$ cat config.mk
export PLATFORM = sky130hd
export DESIGN_NAME = bound_flash_param
export DESIGN_NICKNAME = d
export VERILOG_FILES = /design/src/rtl/bound_flash_param.sv
export SDC_FILE = /design/constraint.sdc
export NUM_CORES = 1
export LEC_CHECK = 0
export CAP_MARGIN = 5
export CORE_MARGIN = 3
export CORE_UTILIZATION = 35
export DETAILED_ROUTE_END_ITERATION = 10
export GPL_ROUTABILITY_DRIVEN = 0
export SETUP_SLACK_MARGIN = 0.1
export SYNTH_ARGS = -nofsm -noshare
export SYNTH_HDL_FRONTEND = slang
export SYNTH_SLANG_ARGS = --single-unit
export TNS_END_PERCENT = 30
$ cat constraint.sdc
create_clock -name clk -period 3.2 [get_ports clk]
set_input_delay 0.96 -clock clk [delete_from_list [all_inputs] [get_ports clk]]
set_output_delay 0.96 -clock clk [all_outputs]
set_load 0.01 [all_outputs]
$ cat src/rtl/bound_flash_param.sv
// Bouncing LED-bar sequencer: one flick runs a fixed fill/drain pattern on a thermometer-coded bar.
// Optional BOUND_FLASH_LOOP_EN makes the pattern repeat until reset instead of returning to idle.
//
// state  | meaning
// IDLE   | bar dark, waiting for a start flick
// UP_TOP | fill to full; flick on a mark step kicks back
// DN_LO  | drain to the low mark
// UP_HI  | fill to the high mark
// DN_0   | drain to empty
// UP_LO  | fill to the low mark
// DN_END | final drain to empty
// KICK   | kickback drain to empty, then refill
module bound_flash_param #(
    parameter int N_LED    = 16,
    parameter int MARK_LO  = 5,
    parameter int MARK_HI  = 10,
    parameter int TICK_DIV = 1,
    parameter int LW       = $clog2(N_LED + 1)
) (
    input  logic             clk,
    input  logic             reset,
    input  logic             flick,
    output logic [3:0]       out_state,
    output logic [N_LED-1:0] out,
    output logic [LW-1:0]    level,
    output logic             busy
);

    localparam int TW = (TICK_DIV > 1) ? $clog2(TICK_DIV) : 1;
    localparam logic [TW-1:0] TC_LAST = TW'(TICK_DIV - 1);
    localparam logic [LW-1:0] L_TOP   = LW'(N_LED);
    localparam logic [LW-1:0] L_LO    = LW'(MARK_LO);
    localparam logic [LW-1:0] L_HI    = LW'(MARK_HI);
    localparam logic [LW-1:0] L_ZERO  = '0;
    localparam logic [LW-1:0] L_ONE   = LW'(1);

    typedef enum logic [3:0] {
        IDLE   = 4'd0,
        UP_TOP = 4'd1,
        DN_LO  = 4'd2,
        UP_HI  = 4'd3,
        DN_0   = 4'd4,
        UP_LO  = 4'd5,
        DN_END = 4'd6,
        KICK   = 4'd7
    } state_t;

    state_t           state, state_nx;
    logic [LW-1:0]    level_nx, lvl_up, lvl_dn;
    logic [TW-1:0]    tcnt, tcnt_nx;
    logic [N_LED-1:0] out_nx;
    logic             step;

    always_ff @(posedge clk) begin
        if (reset) begin
            state <= IDLE;
            level <= '0;
            tcnt  <= '0;
            out   <= '0;
            busy  <= 1'b0;
        end else begin
            state <= state_nx;
            level <= level_nx;
            tcnt  <= tcnt_nx;
            out   <= out_nx;
            busy  <= (state_nx != IDLE);
        end
    end

    assign out_state = state;

    always_comb begin
        state_nx = state;
        level_nx = level;
        lvl_up   = level + L_ONE;
        lvl_dn   = level - L_ONE;
        step     = (tcnt == TC_LAST);
        tcnt_nx  = step ? '0 : tcnt + TW'(1);

        case (state)
            IDLE: begin
                tcnt_nx  = '0;
                level_nx = '0;
                if (flick) state_nx = UP_TOP;
            end
            UP_TOP: if (step) begin
                // Kickback replaces the increment on the mark step.
                if (flick && (level == L_LO || level == L_HI)) begin
                    state_nx = KICK;
                    level_nx = lvl_dn;
                end else begin
                    level_nx = lvl_up;
                    if (lvl_up == L_TOP) state_nx = DN_LO;
                end
            end
            DN_LO: if (step) begin
                level_nx = lvl_dn;
                if (lvl_dn == L_LO) state_nx = UP_HI;
            end
            UP_HI: if (step) begin
                level_nx = lvl_up;
                if (lvl_up == L_HI) state_nx = DN_0;
            end
            DN_0: if (step) begin
                level_nx = lvl_dn;
                if (lvl_dn == L_ZERO) state_nx = UP_LO;
            end
            UP_LO: if (step) begin
                level_nx = lvl_up;
                if (lvl_up == L_LO) state_nx = DN_END;
            end
            DN_END: if (step) begin
                level_nx = lvl_dn;
`ifdef BOUND_FLASH_LOOP_EN
                if (lvl_dn == L_ZERO) state_nx = UP_TOP;
`else
                if (lvl_dn == L_ZERO) state_nx = IDLE;
`endif
            end
            KICK: if (step) begin
                // A kick from level 1 lands on 0 already; just resume filling.
                if (level == L_ZERO) begin
                    state_nx = UP_TOP;
                end else begin
                    level_nx = lvl_dn;
                    if (lvl_dn == L_ZERO) state_nx = UP_TOP;
                end
            end
            default: begin
                state_nx = IDLE;
                level_nx = '0;
                tcnt_nx  = '0;
            end
        endcase

        out_nx = '0;
        for (int i = 0; i < N_LED; i++) out_nx[i] = (i < int'(level_nx));
    end

endmodule

Word level (Yosys, flattened, before mapping). Cells that the tools add are included.

Register bits after elaboration: 27. Input bits: 3. Logic and storage cells: 74.

Add/subtract/negate cells: 3. $lt $le $gt $ge: 16. Eq/ne operators: 13. Muxes and demuxes: 25. Bitwise operators: 2. Reduce and logical (&&, ||, !) cells: 10.

Operators by type and width (number): $mux 4 (17); $lt 4x5->1 const A (8); $pmux 4 s8 (1); $mux 5 (6); $lt 3x5->1 const A (4); $pmux 5 s4 (1); $eq 4x3->1 const B (4); $eq 5x3->1 const B (3); $eq 5x4->1 const B (2); $logic_not 5->1 (2); $lt 1x5->1 const A (2); $lt 2x5->1 const A (2); $eq 4x2->1 const B (2); $reduce_or 7->1 (1); $reduce_or 3->1 (2); $add 5x1->5 const B (1); $eq 5x5->1 const B (1); $sub 5x1->5 const B (1); $eq 4x1->1 const B (1); $logic_not 4->1 (1); $reduce_bool 4->1 (1); $not 1->1 (2); $reduce_or 2->1 (1); $add 1x1->1 const B (1); 2 further kinds (2).

Logic depth before layout (Yosys ltp). Gate-level depths: netlist (run 1).

Depth in word-level cells: 7. Mapped depth: 8.

Worst setup path after synthesis (run 1). No wires, ideal clock.

Kind: reg2reg. Start: register level[0]. End: register busy. Library setup time: 127 ps. Arrival time: 2446 ps. Data required time: 3073 ps. Slack: 627 ps. Cell stages (with the launch flop): 8. Clock period less this slack: 2573 ps. Path through: dfxtp_1 > ha_1 > clkbuf_1 > or4b_1 > a2111o_1 > nor2b_1 > o31a_1 > or3_1.

Word-level cells in the longest chain between the ends: 7. Elaborated cells between the ends (all ways): 30. Those cells by class: add/sub: 2; eq/ne: 6; mux: 17; reduce/logical: 5.

Ends and longest elaborated chain: start: declaration (line 25) `output logic [LW-1:0] level,`; start signal: assignment (line 63) `level <= level_nx;`; $add 5x1->5, or another cell as far along (line 75) `lvl_up = level + L_ONE;`; $eq 5x5->1, or another cell as far along (line 93) `if (lvl_up == L_TOP) state_nx = DN_LO;`; $mux 4, or another cell as far along (line 93); $mux 4, on equally long branches (line 88, 122); $mux 4, on equally long branches (line 86, 120); $pmux 4 s8 (*) (line 80) `case (state)`; $reduce_bool 4->1 (*) (line 66) `busy <= (state_nx != IDLE);`; end signal: assignment (line 66); end: declaration (line 26) `output logic busy`.

Mark *: on every way between the ends. The rest lies on a longest branch, timed or not. A chain may end at the register's enable or synchronous reset.

Worst setup path after layout (run 1). Same ends and word-level chain as after synthesis.

==> results of run 1 <==
## cells by family (layout without fill, tap and decap cells)
group,after synthesis,count (layout),synth area share
and+or+nand+nor,72,72,0.254
DFF,26,26,0.332
muxes,2,2,0.0128
other,1,2,0.00239
adders and majority gates,8,8,0.0622
AOI/OAI and AO/OA,54,54,0.240
buffers and inverters,24,48,0.0631
xor gates and xnor gates,6,6,0.0335
## routing by layer
layer | GRT usage | vias up | routed length, um | share of wire
met4 | 0.0492 | 0 | 61 | 0.016
met5 | 0 | - | 0 | 0
met3 | 0.0289 | 7 | 145 | 0.037
met2 | 0.245 | 29 | 1810 | 0.46
li1 | - | 740 | - | -
met1 | 0.227 | 685 | 1920 | 0.49
## synthesized netlist by cell type, drive strengths merged (2+ instances only)
library cell	count	area [um^2]
dfxtp	26	521
nor2	15	56.3
nand2	12	45.0
a21oi	11	55.1
inv	11	41.3
nor2b	8	50.1
o21ai	8	40.0
clkbuf	7	26.3
ha	7	87.6
buf	6	31.3
nor3	6	30.0
a211oi	5	37.5
nand2b	5	31.3
nand3	5	25.0
a31oi	4	25.0
nor3b	4	30.0
o22ai	4	25.0
xnor2	4	35.0
a2111o	3	33.8
nand3b	3	22.5
o31a	3	26.3
o31ai	3	22.5
a21boi	2	15.0
a2bb2oi	2	17.5
a311o	2	20.0
and3	2	12.5
mux2i	2	20.0
nor4b	2	17.5
or4b	2	20.0
xor2	2	17.5
## layout make-up
class | instances | share of cell area
Clock buffer | 3 | 0.0210
Tap cell | 50 | 0.0318
Clock inverter | 1 | 0.0153
Multi-Input combinational cell | 144 | 0.484
Inverter | 11 | 0.0210
Timing Repair Buffer | 33 | 0.162
Sequential cell | 26 | 0.265
## registers in the layout (all words and copies together) (netlist names)
name and cells:
tcnt 1, out_state 4, out 16, level 4, busy 1
## power groups by stage
stage	Clock, mW	Combinational, mW	Sequential, mW
2_1_floorplan	0	0.0281	0.341
4_1_cts	0.281	0.0439	0.337
3_5_place_dp	0	0.0437	0.344
6_report	0.272	0.0439	0.337
5_1_grt	0.293	0.0484	0.338
3_3_place_gp	0	0.0444	0.344
## how the worst min path moves through the flow
stage | endpoint | cells past startpoint | slack [ns] | from
finish | out_state[1] | 2 | 0.86 | out_state[3]
global route | out_state[0] | 2 | 0.91 | out_state[0]
CTS | out_state[1] | 2 | 0.85 | out_state[3]
detailed placement | out_state[0] | 2 | 0.83 | out_state[0]
global placement | out_state[1] | 2 | 0.84 | out_state[3]
floorplan | out_state[2] | 3 | 0.72 | out_state[2]
## worst max-delay path, delay by kind of cell (launching register included)
kind	cells	cell delay [ns]
adders and majority gates	1	0.39
and+or+nand+nor	3	1.08
DFF	1	0.43
AOI/OAI and AO/OA	2	0.72
## per-stage QoR
stage | std cells | worst slack, ns | area [um^2]
5_1_grt | 268 | 0.275 | 1970
6_report | 268 | 0.477 | 1970
3_3_place_gp | 264 | 0.189 | 1890
2_1_floorplan | 194 | 0.627 | 1570
3_5_place_dp | 264 | 0.230 | 1890
4_1_cts | 268 | 0.490 | 1970
==> reports/metrics.yaml, run 1 <==
avgSynthCellArea_um2: 8.12
drc: 0
r2r_end: "busy"
yosysSeqAreaShare: 0.332
cp-startpoint: "level[0]"
rsz0062_at_grt: "false"
switching_share: 0.207
worst_pin_slew_ns: 0.627
wl_mm: 3.93
maxCapViolations: 0
grt_max_degree: 19
slowest_stage: "or4b_1"
slew_headroom: 0.579
via_count: 1461
die_y_um: 72.9
synth_enable_flop_cells: 0
syn_area_um2: 1570
cts_max_level: 1
setup_viol: 0
start_util: 0.376
area_delta_synth_final_pct: 25.4
synth_cells: 193
ys_ff_latch: 26
cts_made_buffers: 3
ir_drop_v: 0.000244
cts_hold_buf: 0
whs_ns: 0.863
rows: 23
cp-endpoint: "busy"
insertion_delay_ns: 0.27
async_flop_share: 0
antenna_cells: 0
finalHoldViolations: 0
root_buffer: "clkbuf_8"
viasPerCell: 5.45
r2r_setup_slack_ns: 0.48
final_net_count: 229
post_cts_buffers: 0
crit_arrival_ns: 2.89
yosysUniqueCellTypes: 50
die_area_um2: 5320
clock_path_buffers: 2
crit_type: "flip-flop to flip-flop"
cp.required_ns: 3.36
end_kind: "flip-flop"
wl_per_cell_um: 14.7
clk_pin_slew_ns: 0.09
track_usage: 0.160
core-area_um2: 4170
reg2reg_from: "level[0]"
clock-skew-final_ns: 0.00505
final_cell_mix: "28 x clkdlybuf4s50_1, 26 x dfxtp_1, 15 x nor2_1, 12 x nand2_1"
p_clk_frac: 0.416
p_int_mw: 0.517
die_w_um: 72.9
final_common_cell: "clkdlybuf4s50_1"
worstRegToRegCells: 6
grt_pass1_vias: 1379
max_freq_ghz: 0.367
portBuffers: 28
critPathMaxStageDelay_ns: 0.56
p_per_area_nw_per_um2: 332
grt_pass1_wl_mm: 6.70
numClockSinks: 26
maxSlewViolCount: 0
status: "completed"
drive_above_1_share: 0.0550
drtAntennaViolNets: 0
switchingPower_mw: 0.135
cp-start-kind: "flip-flop"
power_mw: 0.652
n_fill_cell: 405
overflow: 0
ctsResizeCount: 0
seqCellArea_um2: 520
dp_hpwl_mm: 2.88
ys.warnings.count: 0
pwr-share-seq: 0.516
setup_tns_ns: 0
period_needed_ns: 2.72
final_util: 0.471
path_cells: "ha_1 -> or4b_1 -> a2111o_1 -> nor2b_1 -> o31a_1 -> or3_1"
hold_path.class: "flip-flop to flip-flop"
critPathMaxFanout: 11
leakage_nw: 0.722
synth_ff_type: "dfxtp_1"
fin_crit_sh: 0.851
cts_tree: "yes"
multi_input_area_um2: 952
drtIter0Drc: 156
firstDrtPassIters: 4
antenna_found_initial: 0
share_comb_of_total_power: 0.067
io_pins: 29
(Power assumes the default switching activity.)
==> run 2, diff against run 1 <==
--- a/config.mk
+++ b/config.mk
@@ -7,9 +7,10 @@
 export LEC_CHECK = 0
 export CAP_MARGIN = 5
 export CORE_MARGIN = 3
-export CORE_UTILIZATION = 35
+export CORE_UTILIZATION = 45
 export DETAILED_ROUTE_END_ITERATION = 10
 export GPL_ROUTABILITY_DRIVEN = 0
+export PLACE_DENSITY = 0.7
 export SETUP_SLACK_MARGIN = 0.1
 export SYNTH_ARGS = -nofsm -noshare
 export SYNTH_HDL_FRONTEND = slang
==> reports/metrics.yaml, run 2 (synthesis results as in run 1) <==
drc: 0  # unchanged
drtAntennaViolNets: 0  # unchanged
final_cell_mix: "28 x clkdlybuf4s50_1, 26 x dfxtp_1, 15 x nor2_1, 12 x nand2_1"
maxCapViolations: 0  # unchanged
final_area_um2: 1930  # -1.7%
die_w_um: 65.0  # -11%
slowest_stage: "dfxtp_1"
cts_made_buffers: 3  # unchanged
via_count: 1511  # +3.4%
grt_pass1_vias: 1444  # +4.7%
root_buffer: "clkbuf_4"
largest_register: "out"
clk_pin_slew_ns: 0.13  # +0.04 ns
final_net_count: 228  # -0.44%
end_kind: "flip-flop"
grt_max_degree: 19  # unchanged
clock-skew-final_ns: 0.00417  # -0.000882 ns
setup_viol: 0  # unchanged
wl_per_cell_um: 15.3  # +4.2%
clock_path_buffers: 2  # unchanged
core-area_um2: 3180  # -24%
ir_drop_v: 0.000312  # +28%
rsz0062_at_grt: "false"
p_per_area_nw_per_um2: 312  # -6.0%
portBuffers: 28  # unchanged
numClockSinks: 26  # unchanged
post_cts_buffers: 0  # unchanged
slew_headroom: 0.570  # -0.00869
firstDrtPassIters: 4  # unchanged
ctsResizeCount: 0  # unchanged
insertion_delay_ns: 0.32  # +0.05 ns
crit_arrival_ns: 2.98  # +0.09 ns
rows: 20  # -13%
wl_mm: 3.99  # +1.5%
final_common_cell: "clkdlybuf4s50_1"
path_cells: "and3b_1 -> or4b_1 -> a2111o_1 -> nor2b_1 -> o31a_1 -> or3_1"
largest_register_ffs: 16  # unchanged
leakage_nw: 0.709  # -1.8%
viasPerCell: 5.79  # +6.2%
grt_pass1_wl_mm: 6.89  # +2.8%
fin_crit_sh: 0.862  # +0.0109
area_delta_synth_final_pct: 23.2
cts_tree: "yes"
worst_pin_slew_ns: 0.640  # +0.0129 ns
antenna_found_initial: 0  # unchanged
whs_ns: 0.902  # +0.0386 ns
period_needed_ns: 2.76  # +0.0350 ns
cp.required_ns: 3.42  # +0.06 ns
io_pins: 29  # unchanged
cp-start-kind: "flip-flop"
track_usage: 0.204  # +0.0440
start_util: 0.493  # +0.118
cts_hold_buf: 0  # unchanged
dp_hpwl_mm: 2.95  # +2.4%
die_area_um2: 4230  # -20%
setup_tns_ns: 0  # unchanged
critPathMaxStageDelay_ns: 0.69  # +0.13 ns
critPathMaxFanout: 15  # +4
status: "completed"
hold_path.class: "flip-flop to flip-flop"
drtIter0Drc: 149  # -4.5%
maxSlewViolCount: 0  # unchanged
place_area_um2: 1880  # -0.79%
crit_type: "flip-flop to flip-flop"
max_freq_ghz: 0.363  # -1.3%
overflow: 0  # unchanged
drive_above_1_share: 0.0507  # -0.00435
die_y_um: 65.0  # -11%
antenna_cells: 0  # unchanged
finalHoldViolations: 0  # unchanged
cts_max_level: 1  # unchanged
run 2: cell count changes in the layout (fill, tap and decap cells not counted):
cell,delta
buf_4,-1
clkbuf_8,-3
clkbuf_4,+3
run 2: path summary, 6_finish.rpt:
path / to / from / cells past startpoint / slack [ns]
setup / recovery: busy / level[3] / 6 / 0.44
setup reg to reg: busy / level[3] / 6 / 0.44
hold / removal: out_state[0] / out_state[0] / 2 / 0.90
hold reg to reg: out_state[0] / out_state[0] / 2 / 0.90
run 2: final cells by class:
class / count / area, um^2
Fill cell: 312 / 1250
Multi-Input combinational cell: 144 / 952
Sequential cell: 26 / 520
Timing Repair Buffer: 32 / 310
Tap cell: 44 / 55.1
Inverter: 11 / 41.3
Clock inverter: 1 / 30.0
Clock buffer: 3 / 22.5
run 2: critical path: cells and delay by family, from the launching register on:
family | cells | cell delay, ns
AND/OR/NAND/NOR | 4 | 1.24
AO/OA/AOI/OAI | 2 | 0.73
flip-flops | 1 | 0.69
run 2: metrics by stage:
stage,cells,setup WS (ns),power [mW],util
after floorplan,194,0.627,0.369,-
after global placement,257,0.287,0.387,0.591
after detailed placement,257,0.223,0.388,0.591
after CTS,261,0.436,0.609,0.608
after global routing,261,0.238,0.628,0.608
final,261,0.442,0.602,0.608
run 2: power by group:
group          internal (mW)  switching [mW]  leakage (nW)
clock                  0.127          0.0939        0.0279
sequential             0.329         0.00913         0.211
combinational         0.0215          0.0221         0.470
run 2: per-layer routing:
| layer | up-vias | GRT usage | wire [um] |
|---|---|---|---|
| met1 | 701 | 0.279 | 1740 |
| met5 | - | 0 | 0 |
| li1 | 739 | - | - |
| met4 | 0 | 0.0725 | 74 |
| met3 | 7 | 0.0381 | 275 |
| met2 | 64 | 0.319 | 1900 |
